--- src/rtl/led_blink_array.sv ---
// Multi-channel LED/heartbeat generator: per-channel programmable period and mode,
// a one-cycle tick on every period wrap, and all channels held idle while the MMCM is unlocked.
module led_blink_array #(
    parameter int unsigned NUM_CH         = 4,
    parameter int unsigned CNT_W          = 27,
    parameter int unsigned DEFAULT_PERIOD = 100_000_000,
    parameter int unsigned PULSE_LEN      = 10_000_000
) (
    input  logic                                         clk100,
    input  logic                                         rst,
    input  logic                                         locked,
    input  logic                                         cfg_we,
    input  logic [((NUM_CH > 1) ? $clog2(NUM_CH) : 1)-1:0] cfg_ch,
    input  logic [CNT_W-1:0]                             cfg_period,
    input  logic [1:0]                                   cfg_mode,
    output logic [NUM_CH-1:0]                            led,
    output logic [NUM_CH-1:0]                            tick
);

    localparam int unsigned CH_W = (NUM_CH > 1) ? $clog2(NUM_CH) : 1;

    typedef enum logic [1:0] {
        MODE_OFF   = 2'd0,
        MODE_BLINK = 2'd1,
        MODE_PULSE = 2'd2,
        MODE_ON    = 2'd3
    } mode_e;

    logic [CNT_W-1:0]  r_period [NUM_CH];
    mode_e             r_mode   [NUM_CH];
    logic [CNT_W-1:0]  r_cnt    [NUM_CH];
    logic [NUM_CH-1:0] r_phase;

    logic [CNT_W-1:0]  w_period_nxt [NUM_CH];
    mode_e             w_mode_nxt   [NUM_CH];
    logic [CNT_W-1:0]  w_cnt_nxt    [NUM_CH];
    logic [NUM_CH-1:0] w_phase_nxt;
    logic [NUM_CH-1:0] w_tick_nxt;
    logic [NUM_CH-1:0] w_led_nxt;
    logic [NUM_CH-1:0] w_hit;

    // Next-state per channel: config write beats lock gating, which beats the wrap.
    always_comb begin
        for (int i = 0; i < NUM_CH; i++) begin
            w_period_nxt[i] = r_period[i];
            w_mode_nxt[i]   = r_mode[i];
            w_cnt_nxt[i]    = r_cnt[i] + CNT_W'(1);
            w_phase_nxt[i]  = r_phase[i];
            w_tick_nxt[i]   = 1'b0;
            w_led_nxt[i]    = 1'b0;
            w_hit[i]        = cfg_we && (cfg_ch == CH_W'(i));

            if (w_hit[i]) begin
                w_period_nxt[i] = cfg_period;
                w_mode_nxt[i]   = mode_e'(cfg_mode);
                w_cnt_nxt[i]    = '0;
                w_phase_nxt[i]  = 1'b0;
            end else if (!locked) begin
                w_cnt_nxt[i]    = '0;
                w_phase_nxt[i]  = 1'b0;
            end else if (r_cnt[i] == r_period[i]) begin
                w_cnt_nxt[i]    = '0;
                w_phase_nxt[i]  = ~r_phase[i];
                w_tick_nxt[i]   = 1'b1;
            end

            // LED follows the post-edge counter/phase; dark while unlocked.
            if (locked) begin
                case (w_mode_nxt[i])
                    MODE_OFF:   w_led_nxt[i] = 1'b0;
                    MODE_BLINK: w_led_nxt[i] = w_phase_nxt[i];
                    MODE_PULSE: w_led_nxt[i] = (64'(w_cnt_nxt[i]) < 64'(PULSE_LEN));
                    MODE_ON:    w_led_nxt[i] = 1'b1;
                    default:    w_led_nxt[i] = 1'b0;
                endcase
            end
        end
    end

    always_ff @(posedge clk100) begin
        if (rst) begin
            for (int i = 0; i < NUM_CH; i++) begin
                r_period[i] <= CNT_W'(DEFAULT_PERIOD);
                r_mode[i]   <= MODE_BLINK;
                r_cnt[i]    <= '0;
            end
            r_phase <= '0;
            led     <= '0;
            tick    <= '0;
        end else begin
            for (int i = 0; i < NUM_CH; i++) begin
                r_period[i] <= w_period_nxt[i];
                r_mode[i]   <= w_mode_nxt[i];
                r_cnt[i]    <= w_cnt_nxt[i];
            end
            r_phase <= w_phase_nxt;
            led     <= w_led_nxt;
            tick    <= w_tick_nxt;
        end
    end

endmodule

--- config.mk ---
export PLATFORM = sky130hd
export DESIGN_NAME = led_blink_array
export DESIGN_NICKNAME = d
export VERILOG_FILES = /design/src/rtl/led_blink_array.sv
export SDC_FILE = /design/constraint.sdc
export NUM_CORES = 1
export LEC_CHECK = 0
export BUFFER_PORTS_ARGS = -buffer_cell sky130_fd_sc_hd__buf_4
export CAP_MARGIN = 10
export CORE_MARGIN = 5
export CORE_UTILIZATION = 30
export DETAILED_ROUTE_END_ITERATION = 10
export PLACE_DENSITY = 0.56
export SLEW_MARGIN = 25
export SYNTH_ARGS = -nofsm -noshare
export SYNTH_HDL_FRONTEND = slang
export SYNTH_SLANG_ARGS = --single-unit
--- constraint.sdc ---
create_clock -name clk100 -period 4.86 [get_ports clk100]
set_input_delay 0.972 -clock clk100 [delete_from_list [all_inputs] [get_ports clk100]]
set_output_delay 0.972 -clock clk100 [all_outputs]
set_load 0.005 [all_outputs]
Word-level counts from Yosys, hierarchy flattened
Memories as Yosys holds them, arrays and structs flattened. Index checks and enable logic that the tools add are counted.

$add $sub $neg: 4. Magnitude comparators: 4. Equal/unequal tests: 19. Muxes and demuxes: 55. Bitwise operators: 17. Reductions and logical operators: 14.

Operator list (count): $mux W27 (24); $add A27 B1 Y27 const B (4); $eq A27 B27 Y1 (4); $lt A27 B24 Y1 const B (4); $eq A2 B2 Y1 const B (10); $mux W1 (19); $mux W2 (8); $pmux W1 S4 (4); $or A1 B1 Y1 (12); $reduce_or A3 Y1 (4); $eq A2 B1 Y1 const B (5); $logic_not A2 Y1 (5); $not A1 Y1 (5); $logic_and A1 B1 Y1 (4); $reduce_or A2 Y1 (1).

Register bits after elaboration: 12. Bits in writable memories: 224. Word-level logic and storage cells: 122. Memories: 3.

Memory list: r_cnt (words 4, width 27, read ports 4, clocked after Yosys merged registers in 0, write ports 4, line 31) `logic [CNT_W-1:0] r_cnt [NUM_CH];`; r_period (words 4, width 27, read ports 4, clocked after Yosys merged registers in 0, write ports 4, line 29) `logic [CNT_W-1:0] r_period [NUM_CH];`; r_mode (words 4, width 2, read ports 4, clocked after Yosys merged registers in 0, write ports 4, line 30) `mode_e r_mode [NUM_CH];`.

Depth between registers and ports, before layout
Gate-level depths: netlist (run 1).

Depth after elaboration: 6. Depth in mapped cells: 11. Gate-level depth less buffers: 9.

Least setup slack after synthesis (run 1)
Ideal clock, no wire load.

Path kind: input-to-reg. Start: in cfg_ch[0] (netlist bit). End: reg led[2]. Library setup time: 0.120 ns. Data arrival time: 2.566 ns. Required time: 4.740 ns. Slack: 2.174 ns. Cell stages on the path: 9. Cells stage by stage: clkbuf_1 -> or2_2 -> clkbuf_1 -> nand2_1 -> a2111oi_2 -> nor3_1 -> o32ai_1 -> a211oi_1 -> o31a_1.

Cells in the longest elaborated chain, start to end: 5.

RTL lines: start: declaration (line 13) `input logic [((NUM_CH > 1) ? $clog2(NUM_CH) : 1)-1:0] cfg_ch,`; $eq A2 B2 Y1 * (line 51) `w_hit[i] = cfg_we && (cfg_ch == CH_W'(i));`; $logic_and A1 B1 Y1 * (line 51); $mux W27 / $mux W2 (equally long branches) (line 53) `if (w_hit[i]) begin`; $lt A27 B24 Y1, or another cell as far along (line 72) `MODE_PULSE: w_led_nxt[i] = (64'(w_cnt_nxt[i]) < 64'(PULSE_LEN));`; $pmux W1 S4 * (line 69) `case (w_mode_nxt[i])`; end signal: assignment (line 97) `led <= w_led_nxt;`; end: declaration (line 16) `output logic [NUM_CH-1:0] led,`.

Every way passes the cells marked *; elsewhere a longest branch is shown, timed or not. A chain may end at the register's enable or synchronous reset.

==> results.toml, run 1 <==
[logic_synthesis]
yosysWarnings = 0
netlist_area_sq_um = 11900
syn_area_per_cell_sq_um = 8.07
yosysTopAreaCell = "dfxtp_1"
syn-num-nets = 1509
synth_edf_count = 0
yosys-top-cells-area = "dfxtp_1 40%, nand2_1 9.2%, xnor2_1 8.0%"
synthFlopType = "dfxtp_1"
yosysSeqAreaShare_pct = 39.8
ys_async_sr_fraction_pct = 0
synth.distinct_cells = 74
ys_ff_latch = 236
synthCells = 1470
synth_top_area_share_pct = 39.8

[detailed_routing]
wire_per_inst_um = 16.3
drc = 0
routed_wl_um = 32000
vias = 9711
wl_met2_um = 14500
wl_met1_um = 15300
drtPass1Iterations = 6
met3_length_um = 1380
routed.top_layer = "met4"
viasPerCell = 4.93
drtIter0Drc = 823
ant_nets = 0

[worst_setup_path]
crit_slowest_cell = "nor4_2"
worstPathRequired_ps = 5310
crit_family = "simple AND/OR/NAND/NOR gates"
start_kind = "flip-flop"
regToRegEndpoint = "led[3]$_SDFF_PP0_"
cp_num_cells = 8
crit_start = "r_cnt[3][1]$_SDFF_PP0_"
end_kind = "flip-flop"
ff2ff_setup_slack_ps = 1940
r2r_cells = 8
path_class = "reg -> reg"
path_cells = "ha_1 > nand4_1 > nor4_2 > and3_1 > nand3_1 > o31ai_1 > a41oi_1 > o21ai_1"
cp_num_buf_inv = 0
max_stage_delay_ps = 570
regToRegStartpoint = "r_cnt[3][1]$_SDFF_PP0_"
crit_end = "led[3]$_SDFF_PP0_"
cp.arrival_ps = 3360
cp_max_fo = 7

[layout]
fillers = 4099
drive_above_1_share_pct = 8.48
area_growth_pct = 12.4
mostFrequentLayoutCell = "nand2_1"
fin_util_pct = 34.3
layout_common_cells = "291 x nand2_1, 236 x dfxtp_1, 138 x nor2_1, 108 x xnor2_1, 106 x xor2_1"
final_nets = 1470
multi_input_area_sq_um = 6640
regArea_sq_um = 4720
diodes = 0

[sta]
finalCriticalPeriod_ps = 2920
rsz0062_at_grt = "false"
slew_headroom_pct = 36.0
setup_viol = 0
fin_tns_setup_ps = 0
worst_slew_pin_slew_ps = 958
finalHoldViolCount = 0
worst_slack_ps = 1940
fmax_mhz = 343
finClkSkew_ps = 20.7
final_max_slew_viol_count = 0
whs_ps = 463
fin_crit_sh_pct = 60.1

[global_routing]
grt_max_degree = 92
grt_first_pass_wirelength_um = 50800
grt_pass1_vias = 9137
antenna_found_initial = 0
groute.usage.overall_pct = 14.1
grt_overflow = 0

[place]
gp_congestion = 0.872
io_buffers = 42
dp_slack_ps = 1500
hpwl_um = 22800

[clocking]
htreeDepth = 1
cts_sinks = 236
cts_setup_buffers = 0
clkLatencyLatePin_ps = 540
numCtsBuffers = 27
cts_tree = "done"
ctsHoldBuffers = 0
clkTransAtPathRegs_ps = 60
clockBufferDepth = 3
root_buffer = "clkbuf_16"
cts_resized = 0

[floorplanning]
core-area_sq_um = 38900
rows = 72
die_y_um = 209
initial_core_util_pct = 30.5
io_pins = 43
die_x_um = 209
dieArea_sq_um = 43600

[pwr]
swShare_pct = 23.4
leakage_nw = 4.73
power_density_nw_per_um2 = 323
internal_power_mw = 3.30
clkPwrFrac_pct = 47.7
p_sw_mw = 1.01
vdd_ir_drop_max_mv = 0.279
total_power_mw = 4.31
combPwrFrac_pct = 5.4
seq_power_share_pct = 46.8

[min_path]
min_path_type = "reg -> reg"

[run_status]
outcome = "complete, no violations"

[job]
cap_violations = 0
## power by group through the flow
stage | Combinational (mW) | Sequential [mW] | Clock [mW]
2_1_floorplan | 0.142 | 2.05 | 0
3_3_place_gp | 0.230 | 2.06 | 0
3_5_place_dp | 0.234 | 2.06 | 0
4_1_cts | 0.235 | 2.02 | 2.10
5_1_grt | 0.260 | 2.02 | 2.18
6_report | 0.234 | 2.02 | 2.06
## through the flow
step | instance area [sq um] | std cells
after floorplan | 11900 | 1470
after global placement | 12400 | 1919
after detailed placement | 12400 | 1920
after CTS | 13300 | 1968
after global routing | 13300 | 1968
final | 13300 | 1968
## state kept, by name (all words and copies together), names as in the netlist
name	cells
r_cnt	108
r_period	108
r_mode	8
led	4
r_phase	4
tick	4
## logic make-up after synthesis
logic type,count (synthesis),share of synthesized area (%)
AND/OR/NAND/NOR,717,30.3
multiplexers,5,0.432
adder cells (fa/ha/maj),4,0.422
buffers and inverters,128,4.38
XOR/XNOR,214,15.8
AO/OA/AOI/OAI,166,8.87
flip-flops,236,39.8
## worst reg2reg max path: stages, from the launching register on
cell and delay (ps):
dfxtp_1 490, ha_1 360, nand4_1 300, nor4_2 570
and3_1 330, nand3_1 170, o31ai_1 340, a41oi_1 160
o21ai_1 120
## synthesized netlist by cell type, types with 21 or more instances
library cell	number
dfxtp_1	236
nand2_1	291
nor3_1	29
nor2_1	139
nand3b_1	56
nor4_1	21
and3_1	25
a21oi_1	79
buf_2	24
clkbuf_1	90
nand3_1	44
xnor2_1	108
nand4_1	39
xor2_1	106
## area by class of cell
type	instances	share of cell area [%]
Multi-Input combinational cell	1106	49.8
Clock buffer	34	5.57
Timing Repair Buffer	50	2.87
Tap cell	518	4.86
Inverter	10	0.282
Sequential cell	236	35.4
Clock inverter	14	1.16
## worst min path at each step
stage | from | depth (start not counted) | endpoint | slack (ps)
2_1_floorplan | r_mode[0][1]$_SDFF_PP0_ | 2 | r_mode[0][1]$_SDFF_PP0_ | 440
3_3_place_gp | r_mode[1][1]$_SDFF_PP0_ | 2 | r_mode[1][1]$_SDFF_PP0_ | 450
3_5_place_dp | r_mode[0][1]$_SDFF_PP0_ | 2 | r_mode[0][1]$_SDFF_PP0_ | 450
4_1_cts | r_mode[0][1]$_SDFF_PP0_ | 2 | r_mode[0][1]$_SDFF_PP0_ | 460
5_1_grt | r_mode[2][1]$_SDFF_PP0_ | 2 | r_mode[2][1]$_SDFF_PP0_ | 490
6_report | r_mode[0][1]$_SDFF_PP0_ | 2 | r_mode[0][1]$_SDFF_PP0_ | 460
## layer usage
metal | GRT usage, % | up-vias
li1 | - | 4885
met1 | 19.7 | 4577
met2 | 23.1 | 199
met3 | 1.77 | 50
met4 | 3.69 | 0
met5 | 0 | -
Note: power is estimated with default switching activity, not from simulation.
==> run 2, diff against run 1 <==
ABC_AREA = 1   (was not set)
PLACE_DENSITY = 0.55   (was 0.56)
clock period = 3 ns   (was 4.86 ns; I/O delays follow)
==> results.toml, run 2 <==
[run_status]
outcome = "complete, no violations"

[layout]
layout_common_cells = "625 x nand2_1, 368 x nor2_1, 236 x dfxtp_1, 209 x inv_1, 89 x nand3_1"
reg_top3 = "r_cnt: 108 flops, r_period: 108 flops, r_mode: 8 flops"
diodes = 0
final_nets = 2078
drive_above_1_share_pct = 8.75
mostFrequentLayoutCell = "nand2_1"
area_growth_pct = 15.2

[floorplanning]
core-area_sq_um = 42000
initial_core_util_pct = 30.4
die_x_um = 216
die_y_um = 216
io_pins = 43
rows = 75
dieArea_sq_um = 46800

[clocking]
numCtsBuffers = 28
clkTransAtPathRegs_ps = 60
cts_setup_buffers = 0
cts_resized = 0
cts_tree = "done"
cts_sinks = 236
ctsHoldBuffers = 0
root_buffer = "clkbuf_16"
clkLatencyLatePin_ps = 550
htreeDepth = 1
clockBufferDepth = 3

[place]
hpwl_um = 30900
gp_congestion = 0.919
dp_slack_ps = 604
io_buffers = 42

[logic_synthesis]
ys_ff_latch = 236
synth.distinct_cells = 43
yosys-top-cells-area = "dfxtp_1 37%, nand2_1 18%, nor2_1 11%"
yosysWarnings = 0
yosysMostFrequentCell = "nand2_1"
synthCells = 1993
synth_top_area_share_pct = 37.0
yosys-top-cells-count = "625 x nand2_1, 370 x nor2_1, 236 x dfxtp_1, 209 x inv_1, 89 x nand3_1"
yosysSeqAreaShare_pct = 37.0
yosysTopAreaCell = "dfxtp_1"
ys_async_sr_fraction_pct = 0
netlist_area_sq_um = 12800
synthFlopType = "dfxtp_1"
synth_edf_count = 0
syn-num-nets = 2032
syn_area_per_cell_sq_um = 6.41

[detailed_routing]
routed.top_layer = "met4"
wire_per_inst_um = 15.5
met3_length_um = 1700
drtPass1Iterations = 5
routed_wl_um = 40400
vias = 12100
drtIter0Drc = 848
viasPerCell = 4.67
wl_met2_um = 18200
ant_nets = 0
drc = 0
wl_met1_um = 19000

[global_routing]
antenna_found_initial = 0
grt_overflow = 0
grt_max_degree = 56
grt_pass1_vias = 11800
grt_first_pass_wirelength_um = 64200
groute.usage.overall_pct = 17.0

[worst_setup_path]
crit_slowest_cell = "dfxtp_1"
max_stage_delay_ps = 430
r2r_cells = 14
crit_start = "r_cnt[2][0]$_SDFF_PP0_"
regToRegStartpoint = "r_cnt[2][0]$_SDFF_PP0_"
cp_num_cells = 14
start_kind = "flip-flop"
path_cells = "ha_1 > nand2_1 > inv_1 > nand2_1 > nor2_1 > nand3_1 > xor2_1 > nand2_1 > inv_1 > nand4_1 > nor2_1 > nand3_1 > nand3_1 > a21oi_1"
path_class = "reg -> reg"
end_kind = "flip-flop"
worstPathRequired_ps = 3430
cp_num_buf_inv = 2
crit_family = "simple AND/OR/NAND/NOR gates"
cp.arrival_ps = 2790
cp_max_fo = 6

[sta]
fin_tns_setup_ps = 0
rsz0062_at_grt = "false"
finClkSkew_ps = 15.7
worst_slack_ps = 642
fmax_mhz = 424
slew_headroom_pct = 61.6
finalCriticalPeriod_ps = 2360
final_max_slew_viol_count = 0
setup_viol = 0
finalHoldViolCount = 0
worst_slew_pin_slew_ps = 572
fin_crit_sh_pct = 78.6

[pwr]
vdd_ir_drop_max_mv = 0.441
leakage_nw = 6.13
power_density_nw_per_um2 = 501

[min_path]
hp-start = "cfg_period[26]"
min_path_cells = 3
min_path_type = "in -> reg"

[job]
cap_violations = 0
-- run 2: cell type report --
type / instances / area (sq um)
clock buffers: 38 / 810
fillers: 4581 / 27300
flip-flops and latches: 236 / 4720
inverters: 226 / 850
repair buffers: 63 / 485
multi-input cells: 1484 / 7020
well taps: 539 / 674
clock inverters: 11 / 155
-- run 2: final timing paths --
kind,to,slack (ps)
worst max-delay path,led[2]$_SDFF_PP0_,640
worst min-delay path,r_period[3][26]$_SDFFE_PP1P_,350
worst max register to register,led[2]$_SDFF_PP0_,640
worst min register to register,r_period[0][10]$_SDFFE_PP0P_,470
-- run 2: routing by layer --
metal | track usage (%) | up-vias
li1 | - | 6269
met1 | 23.0 | 5536
met2 | 28.0 | 231
met3 | 1.95 | 85
met4 | 6.11 | 0
met5 | 0 | -
-- run 2: cell families (layout without fill, tap and decap cells) --
logic type	after synthesis	count (layout)	synth area share (%)
xor+xnor	111	111	7.61
mux	8	8	0.627
fa+ha+maj	4	4	0.392
simple gates	1203	1203	39.4
compound gates	158	158	6.89
buf+inv	273	338	8.14
flops	236	236	37.0
-- run 2: stage by stage --
stage          instances  util, %  hold slack, ps  cell area (sq um)  power (mW)
2_1_floorplan       1993        -             442              12800        3.64
3_3_place_gp        2548     32.7             455              13800        3.86
3_5_place_dp        2548     32.7             458              13800        3.87
4_1_cts             2597     35.0             310              14700        7.47
5_1_grt             2597     35.0             334              14700        7.65
6_report            2597     35.0             346              14700        7.38
-- run 2: worst reg2reg max path: stages, from the launching register on --
cell and delay (ps):
dfxtp_1 430, ha_1 270, nand2_1 90, inv_1 80, nand2_1 90, nor2_1 290, nand3_1 150, xor2_1 210
nand2_1 100, inv_1 60, nand4_1 100, nor2_1 120, nand3_1 70, nand3_1 110, a21oi_1 80
-- run 2: where the power goes --
| group | internal (mW) | switching, mW |
|---|---|---|
| Combinational | 0.177 | 0.341 |
| Clock | 2.21 | 1.37 |
| Sequential | 3.22 | 0.0585 |
